--- src/rtl/mode_btn_cond_if.sv ---
// Front-panel button bundle: raw bouncing buttons in, conditioned mode levels out.
// Master is the board/pin side; slave is the conditioning block.
interface mode_btn_cond_if;
  logic up_btn;
  logic down_btn;
  logic sel_btn;
  logic up;
  logic down;
  logic sel;

  modport master (output up_btn, down_btn, sel_btn, input up, down, sel);
  modport slave  (input up_btn, down_btn, sel_btn, output up, down, sel);
endinterface

--- src/rtl/mode_btn_cond.sv ---
// Syncs and debounces UP/DOWN/SEL, then shapes UP/DOWN into interlocked mode steps with
// hold-to-repeat low gaps. Outputs are registered; raw edge to output is 2 + DEBOUNCE_CYC + 1 cycles.
module mode_btn_cond #(
  parameter bit BTN_ACT_LOW  = 1'b1,
  parameter int DEBOUNCE_CYC = 20000,
  parameter bit REPEAT_EN    = 1'b1,
  parameter int REPEAT_DLY   = 500000,
  parameter int REPEAT_PER   = 250000,
  parameter int GAP_CYC      = 4
) (
  input logic            clk_i,
  input logic            rst_i,
  mode_btn_cond_if.slave btn
);
  localparam int MAX_A = (DEBOUNCE_CYC > REPEAT_DLY) ? DEBOUNCE_CYC : REPEAT_DLY;
  localparam int MAX_B = (REPEAT_PER > GAP_CYC) ? REPEAT_PER : GAP_CYC;
  localparam int MAX_P = (MAX_A > MAX_B) ? MAX_A : MAX_B;
  localparam int CW    = (MAX_P > 2) ? $clog2(MAX_P) : 1;

  localparam logic [CW-1:0] DB_LAST  = CW'(DEBOUNCE_CYC - 1);
  localparam logic [CW-1:0] DLY_LAST = CW'(REPEAT_DLY - 1);
  localparam logic [CW-1:0] PER_LAST = CW'(REPEAT_PER - 1);
  localparam logic [CW-1:0] GAP_LAST = CW'(GAP_CYC - 1);

  typedef enum logic [1:0] {IDLE = 2'd0, HOLD = 2'd1, GAP = 2'd2, RPT = 2'd3} st_e;

  logic [2:0] raw;
  logic [2:0] db;
  logic [1:0] idle_v;
  logic [1:0] out_v;
  logic       sel_q, sel_d;

  // Channel order: 0 = UP, 1 = DOWN, 2 = SEL.
  assign raw = {btn.sel_btn, btn.down_btn, btn.up_btn};

  for (genvar g = 0; g < 3; g++) begin : g_deb
    logic          sync1_q, sync1_d, sync2_q, sync2_d, db_q, db_d;
    logic [CW-1:0] cnt_q, cnt_d;

    always_comb begin
      sync1_d = raw[g] ^ BTN_ACT_LOW;
      sync2_d = sync1_q;
      db_d    = db_q;
      cnt_d   = '0;
      if (sync2_q != db_q) begin
        if (cnt_q == DB_LAST) db_d = sync2_q;
        else                  cnt_d = cnt_q + CW'(1);
      end
    end

    always_ff @(posedge clk_i or negedge rst_i) begin
      if (!rst_i) begin
        sync1_q <= 1'b0;
        sync2_q <= 1'b0;
        db_q    <= 1'b0;
        cnt_q   <= '0;
      end else begin
        sync1_q <= sync1_d;
        sync2_q <= sync2_d;
        db_q    <= db_d;
        cnt_q   <= cnt_d;
      end
    end

    assign db[g] = db_q;
  end

  for (genvar g = 0; g < 2; g++) begin : g_fsm
    localparam int O = 1 - g;
    st_e           st_q, st_d;
    logic [CW-1:0] cnt_q, cnt_d;
    logic          blk_q, blk_d, out_q, out_d;

    always_comb begin
      st_d  = st_q;
      cnt_d = '0;
      // A press seen while the other channel is busy stays dead until it is released.
      blk_d = db[g] & (blk_q | ((st_q == IDLE) & ~idle_v[O]));
      case (st_q)
        IDLE: if (db[g] && !blk_q && idle_v[O] && !db[O]) st_d = HOLD;
        HOLD: begin
          if (!db[g]) st_d = IDLE;
          else if (REPEAT_EN) begin
            if (cnt_q == DLY_LAST) st_d = GAP;
            else                   cnt_d = cnt_q + CW'(1);
          end
        end
        GAP: begin
          if (cnt_q == GAP_LAST) st_d = db[g] ? RPT : IDLE;
          else                   cnt_d = cnt_q + CW'(1);
        end
        RPT: begin
          if (!db[g])                 st_d = IDLE;
          else if (cnt_q == PER_LAST) st_d = GAP;
          else                        cnt_d = cnt_q + CW'(1);
        end
        default: st_d = IDLE;
      endcase
      out_d = (st_d == HOLD) || (st_d == RPT);
    end

    always_ff @(posedge clk_i or negedge rst_i) begin
      if (!rst_i) begin
        st_q  <= IDLE;
        cnt_q <= '0;
        blk_q <= 1'b0;
        out_q <= 1'b0;
      end else begin
        st_q  <= st_d;
        cnt_q <= cnt_d;
        blk_q <= blk_d;
        out_q <= out_d;
      end
    end

    assign idle_v[g] = (st_q == IDLE);
    assign out_v[g]  = out_q;
  end

  always_comb sel_d = db[2];

  always_ff @(posedge clk_i or negedge rst_i) begin
    if (!rst_i) sel_q <= 1'b0;
    else        sel_q <= sel_d;
  end

  assign btn.up   = out_v[0];
  assign btn.down = out_v[1];
  assign btn.sel  = sel_q;
endmodule
--- src/flat_wrapper.sv ---
// flat-port wrapper written by rule: the top's interface ports become plain ports
module mode_btn_cond_flat 
#(
  parameter bit BTN_ACT_LOW  = 1'b1,
  parameter int DEBOUNCE_CYC = 20000,
  parameter bit REPEAT_EN    = 1'b1,
  parameter int REPEAT_DLY   = 500000,
  parameter int REPEAT_PER   = 250000,
  parameter int GAP_CYC      = 4
)
  (clk_i, rst_i, btn_up_btn, btn_down_btn, btn_sel_btn, btn_up, btn_down, btn_sel);
  mode_btn_cond_if btn_i ();
  input logic clk_i;
  input logic rst_i;
  input wire logic [$bits(btn_i.up_btn)-1:0] btn_up_btn;
  input wire logic [$bits(btn_i.down_btn)-1:0] btn_down_btn;
  input wire logic [$bits(btn_i.sel_btn)-1:0] btn_sel_btn;
  output wire logic [$bits(btn_i.up)-1:0] btn_up;
  output wire logic [$bits(btn_i.down)-1:0] btn_down;
  output wire logic [$bits(btn_i.sel)-1:0] btn_sel;
  assign btn_i.up_btn = btn_up_btn;
  assign btn_i.down_btn = btn_down_btn;
  assign btn_i.sel_btn = btn_sel_btn;
  assign btn_up = btn_i.up;
  assign btn_down = btn_i.down;
  assign btn_sel = btn_i.sel;
  mode_btn_cond #(.BTN_ACT_LOW(BTN_ACT_LOW), .DEBOUNCE_CYC(DEBOUNCE_CYC), .REPEAT_EN(REPEAT_EN), .REPEAT_DLY(REPEAT_DLY), .REPEAT_PER(REPEAT_PER), .GAP_CYC(GAP_CYC)) u_core (.clk_i(clk_i), .rst_i(rst_i), .btn(btn_i));
endmodule
--- config.mk ---
export PLATFORM = sky130hd
export DESIGN_NAME = mode_btn_cond_flat
export DESIGN_NICKNAME = d
export VERILOG_FILES = /design/src/rtl/mode_btn_cond_if.sv /design/src/rtl/mode_btn_cond.sv /design/src/flat_wrapper.sv
export SDC_FILE = /design/constraint.sdc
export NUM_CORES = 1
export LEC_CHECK = 0
export CORE_UTILIZATION = 45
export CTS_BUF_LIST = sky130_fd_sc_hd__clkbuf_4 sky130_fd_sc_hd__clkbuf_8 sky130_fd_sc_hd__clkbuf_16
export DETAILED_ROUTE_END_ITERATION = 16
export PLACE_DENSITY_LB_ADDON = 0.08
export SETUP_SLACK_MARGIN = 0.2
export SYNTH_ARGS = -nofsm -noshare
export SYNTH_HDL_FRONTEND = slang
export SYNTH_SLANG_ARGS = --single-unit
--- constraint.sdc ---
create_clock -name clk_i -period 1.9 [get_ports clk_i]
set_clock_uncertainty 0.05 [all_clocks]
set_input_delay 0.38 -clock clk_i [delete_from_list [all_inputs] [get_ports clk_i]]
set_output_delay 0.38 -clock clk_i [all_outputs]
set_load 0.03 [all_outputs]
# Word level (Yosys, flattened, before mapping)
# Cells that the tools add are included.
[word_totals] regBits=113 in_bits=5 wordCells=110
[op_classes] n_bitwise=11 n_reduce_logical=17 n_mux=34 addsub=5 n_eq_ne=22
[ops] op="two-way mux 19 bit" n=16
[ops] op="case mux 19 bit (3 select lines)" n=2
[ops] op="adder 19 x 1 -> 19 bit (second input constant)" n=5
[ops] op="== test 19 x 15 -> 1 bit (second input constant)" n=3
[ops] op="== test 19 x 18 -> 1 bit (second input constant)" n=2
[ops] op="== test 19 bit (second input constant)" n=2
[ops] op="== test 19 x 2 -> 1 bit (second input constant)" n=2
[ops] op="two-way mux 2 bit" n=14
[ops] op="case mux 2 bit (4 select lines)" n=2
[ops] op="== test 2 bit (second input constant)" n=6
[ops] op="== test 2 x 1 -> 1 bit (second input constant)" n=4
[ops] op="logical AND 1 bit" n=6
[ops] op="AND reduction 2 bit" n=3
[ops] op="inverter 1 bit" n=5
[ops] op="AND 1 bit" n=4
[ops] op="zero test 1 bit" n=4
[ops] op="zero test 2 bit" n=2
[ops] op="!= test 1 bit" n=3
[ops] op="logical OR 1 bit" n=2
[ops] op="bitwise OR 1 bit" n=2

# Depth between registers and ports, before layout
[depth] word_depth=8 mapped_depth=8

# Least setup slack after synthesis
# OpenSTA, ideal clock, no wires.
[synth_path] path_kind="reg2reg" from="register u_core.g_fsm[1].cnt_q[0]" to="register u_core.g_fsm[1].cnt_q[2]" period_less_slack_ns=2.041 required_time_ns=1.731 n_path_buf=1 setup_ns=0.119 path_slack_ns=-0.141 arrival_time_ns=1.872 stages_incl_launch_ff=8 path_cell_list="dfrtp_1 ha_1 nand4_1 or3_1 or3_1 a2bb2oi_4 buf_6 nor2_1"
[synth_between] elab_chain_cells=4 word_cells_on_any_way=10 cone_classes="add/sub (1); eq/ne (3); mux (6)"
[synth_rtl] item="start, declared" line_no="mode_btn_cond.sv:71" text="logic [CW-1:0] cnt_q, cnt_d;"
[synth_rtl] item="start signal, assigned" line_no="mode_btn_cond.sv:110" text="cnt_q <= cnt_d;"
[synth_rtl] item="adder 19 x 1 -> 19 bit (tied with other cells)" line_no="mode_btn_cond.sv:85, mode_btn_cond.sv:90, mode_btn_cond.sv:95"
[synth_rtl] item="two-way mux 19 bit (on tied branches)" line_no="mode_btn_cond.sv:94, mode_btn_cond.sv:84"
[synth_rtl] item="two-way mux 19 bit (on tied branches)" line_no="mode_btn_cond.sv:93, mode_btn_cond.sv:82"
[synth_rtl] item="case mux 19 bit (3 select lines) *" line_no="mode_btn_cond.sv:79" text="case (st_q)"
[synth_rtl] item="via u_core.g_fsm[1].cnt_d[2]" line_no="mode_btn_cond.sv:71"
# Mark *: on every way through the listed nets, which the timed path passes. The rest lies on a longest branch.
# A chain may end at the register's enable or synchronous reset.

# Worst setup path in the final report
[layout_path] from="register u_core.g_fsm[1].cnt_q[1]" to="register u_core.g_fsm[1].cnt_q[6]"
# Same word-level chain as after synthesis.

==> out/qor.csv <==
metric,value,unit
outcome,"finished, violations left",
failing checks,setup timing,
final setup margin,-0.0398,ns
fmax,0.516,GHz
vias in the first global route,3808,
top post-synthesis cells by count,"nor2_1, dfrtp_1, xor2_1",
"Distinct cells, synth",41,
Power Density,655,mW/mm^2
Pre-antenna DRT Iters,4,
H-Tree Depth,3,
crit path kind,reg -> reg,
Root Buffer,clkbuf_16,
die height,111,um
TritonCTS Sinks,111,
number of enable flip-flop cells after synthesis,0,
P&R area growth vs syn,28.4,%
synthesized area,0.00532,mm^2
register area,0.00278,mm^2
io pins,8,
dpl cells,730,
Worst setup EP type,flop,
TritonCTS clock tree,done,
clk_lat worst skew,0.36,ns
final setup vio count,31,
#FFs+latches synth,111,
maxcap violations,0,
gr usage total,18.1,%
DR vias/cell,5.23,
CP cell instances,ha_4 > nand4_1 > or3_4 > or3_4 > a2bb2oi_4 > buf_12 > nor2_1,
Nets,629,
CP startpoint kind,flop,
die footprint,0.0123,mm^2
Slew Limit Headroom,60.9,%
YS warnings,0,
critical path capture point,u_core.g_fsm[1].cnt_q[6],
FF-to-FF End,u_core.g_fsm[1].cnt_q[6],
clk slew on worst S/H paths,0.08,ns
cts hold-fix bufs,0,
Congestion Overflow GR,0,
drt drc,0,
Placement Cell Area,0.00601,mm^2
n_diodes,0,
Worst VDD drop,0.830,mV
CP required,2.10,ns
Filler cells,972,
first-iteration detailed-routing DRC count,226,
global-route wire length before repair,17900,um
global placer's final weighted congestion,0.767,
static leakage,2.80,nW
DP HPWL,6990,um
"Slew Viols, Final",0,
R2R Path Start,u_core.g_fsm[1].cnt_q[1],
WL final,10800,um
Buf/Inv on CP,1,
Final Cycle Share,102,%
syn_nets,555,
routed vias,4010,
Clock Tree Buf Depth,2,
R2R setup slack,-0.04,ns
average size of a mapped cell,9.76,um^2
Synth async-reset ratio,100,%
layout cells sized above 1,25.2,%
RSZ-0062 raised after global routing,yes,
top cell family by delay on the critical path,simple AND/OR/NAND/NOR gates,
"non-filler cells, final",767,
post-layout instance area,0.00683,mm^2
HP Class,in -> async,
largest net degree at the start of global routing,112,
Crit. path cell count,7,
Initial Util,46.4,%
Synth area leaders,"dfrtp_1, xor2_1, nor2_1",
Final ANT Viol Nets,0,
Least-Margin Pin Slew,0.586,ns
Final Hold Viols,0,
post-synthesis sequential area ratio,52.2,%
"area leader, netlist",dfrtp_1,
cts bufs inserted,9,
cell with the most instances after synthesis,nor2_1,
CP max stage delay,0.40,ns
FP Rows,39,
Worst setup startpoint,u_core.g_fsm[1].cnt_q[1],
crit path DAT,2.14,ns
area of the multi-input gates,0.00286,mm^2
Core ar.,0.0115,mm^2
FF-to-FF path depth,7,
antenna violations before repair,0,
Avg WL per Cell,14.0,um
"Top FF cell, synth",dfrtp_1,
Crit Path Max Fanout,19,
post-layout minimum cycle time,1.94,ns
I/O Buffers,7,
Synth top area share,52.2,%
Crit-path slowest cell,dfrtp_1,
Die W,111,um
Post-Syn Instances,545,
cell mode on critical path,or3_4,
## flip-flops by register name (all words and copies together), names as in the netlist
name and count:
u_core.btn.down 1, u_core.g_fsm.st_q 3, u_core.g_fsm.cnt_q 38, u_core.g_deb.sync2_q 3, u_core.g_deb.sync1_q 3, u_core.btn.sel 1
u_core.g_deb.db_q 3, u_core.g_fsm.blk_q 2, u_core.g_deb.cnt_q 57
## cells by family after synthesis
group	synth area share (%)
AO/OA/AOI/OAI	2.45
XOR/XNOR	14.5
flip-flops	52.2
AND/OR/NAND/NOR	26.8
multiplexers	0.212
adder cells (fa/ha/maj)	1.18
buffers and inverters	2.61
## what timing repair did
item	in CTS	in global routing
cloned	1	3
gates resized for setup	13	70
pin swaps	6	37
buffers inserted	4	13
endpoints found under the setup margin	99	98
## where the power goes
group | leakage (nW) | switching (mW) | internal, mW
combinational | 1.12 | 0.107 | 0.0782
sequential | 1.53 | 0.0225 | 2.38
clock | 0.141 | 0.950 | 0.934
total | 2.80 | 1.08 | 3.39
## worst reg2reg max path, stage by stage (launching register included)
cell and delay (ns):
dfrtp_1 0.40, ha_4 0.15, nand4_1 0.12, or3_4 0.35, or3_4 0.37, a2bb2oi_4 0.17
buf_12 0.16, nor2_1 0.07
## placed cells by master (no fill, tap or decap), types with 3 or more instances in the layout
master	synthesis	final
inv_1	18	18
nand3_1	41	38
nor3_1	18	11
nand2_1	42	39
or2_2	6	3
nor2_2	0	10
xor2_1	54	52
buf_6	3	4
nand4_1	20	20
nor4_1	14	7
and4_1	7	5
nor4_2	1	5
nor4_4	0	3
xnor2_1	34	34
nor2_1	121	100
and3_1	7	7
dfrtp_1	111	111
or4_4	1	3
nor3_2	1	3
clkdlybuf4s50_1	0	3
buf_12	0	5
nor3_4	0	5
ha_4	0	4
inv_8	0	3
buf_4	1	55
clkbuf_16	0	10
nor2_4	0	11
or2_4	0	6
## per-stage QoR
step | utilization, % | power (mW) | hold slack, ns | setup WS (ns) | setup TNS [ns]
2_1_floorplan | - | 2.51 | 0.0344 | -0.0787 | -1.03
3_3_place_gp | 52.4 | 2.58 | 0.283 | 0.0193 | 0
3_5_place_dp | 52.4 | 2.59 | 0.289 | -0.0356 | -0.518
4_1_cts | 55.6 | 4.49 | 0.0756 | -0.0231 | -0.418
5_1_grt | 59.5 | 4.65 | 0.0862 | -0.117 | -3.58
6_report | 59.5 | 4.47 | 0.0517 | -0.0398 | -0.793
## worst min-delay path by stage
stage | from | endpoint | slack (ns) | cells after the start
3_5_place_dp | u_core.g_deb[0].sync1_q | u_core.g_deb[0].sync2_q | 0.29 | 0
4_1_cts | rst_i | u_core.g_deb[2].cnt_q[6] | 0.08 | 2
5_1_grt | rst_i | u_core.g_deb[2].cnt_q[6] | 0.09 | 2
6_report | rst_i | u_core.g_deb[2].cnt_q[15] | 0.05 | 2
2_1_floorplan | rst_i | u_core.btn.down | 0.03 | 0
3_3_place_gp | u_core.g_deb[0].sync1_q | u_core.g_deb[0].sync2_q | 0.28 | 0
## cell type report
type,instances,share of cell area [%]
Inverter,18,0.990
Clock buffer,9,3.30
Timing Repair Buffer,71,9.39
Clock inverter,7,1.08
Tap cell,143,2.62
Multi-Input combinational cell,408,41.9
Sequential cell,111,40.7
## layer usage
| metal | global-route usage (%) | part of all wire (%) | up-vias |
|---|---|---|---|
| li1 | - | - | 1989 |
| met1 | 24.1 | 49 | 1976 |
| met2 | 28.9 | 48 | 37 |
| met3 | 5.25 | 2.7 | 8 |
| met4 | 4.80 | 0.94 | 0 |
| met5 | 0 | 0 | - |
No activity file was read; power rests on OpenSTA's default activity.
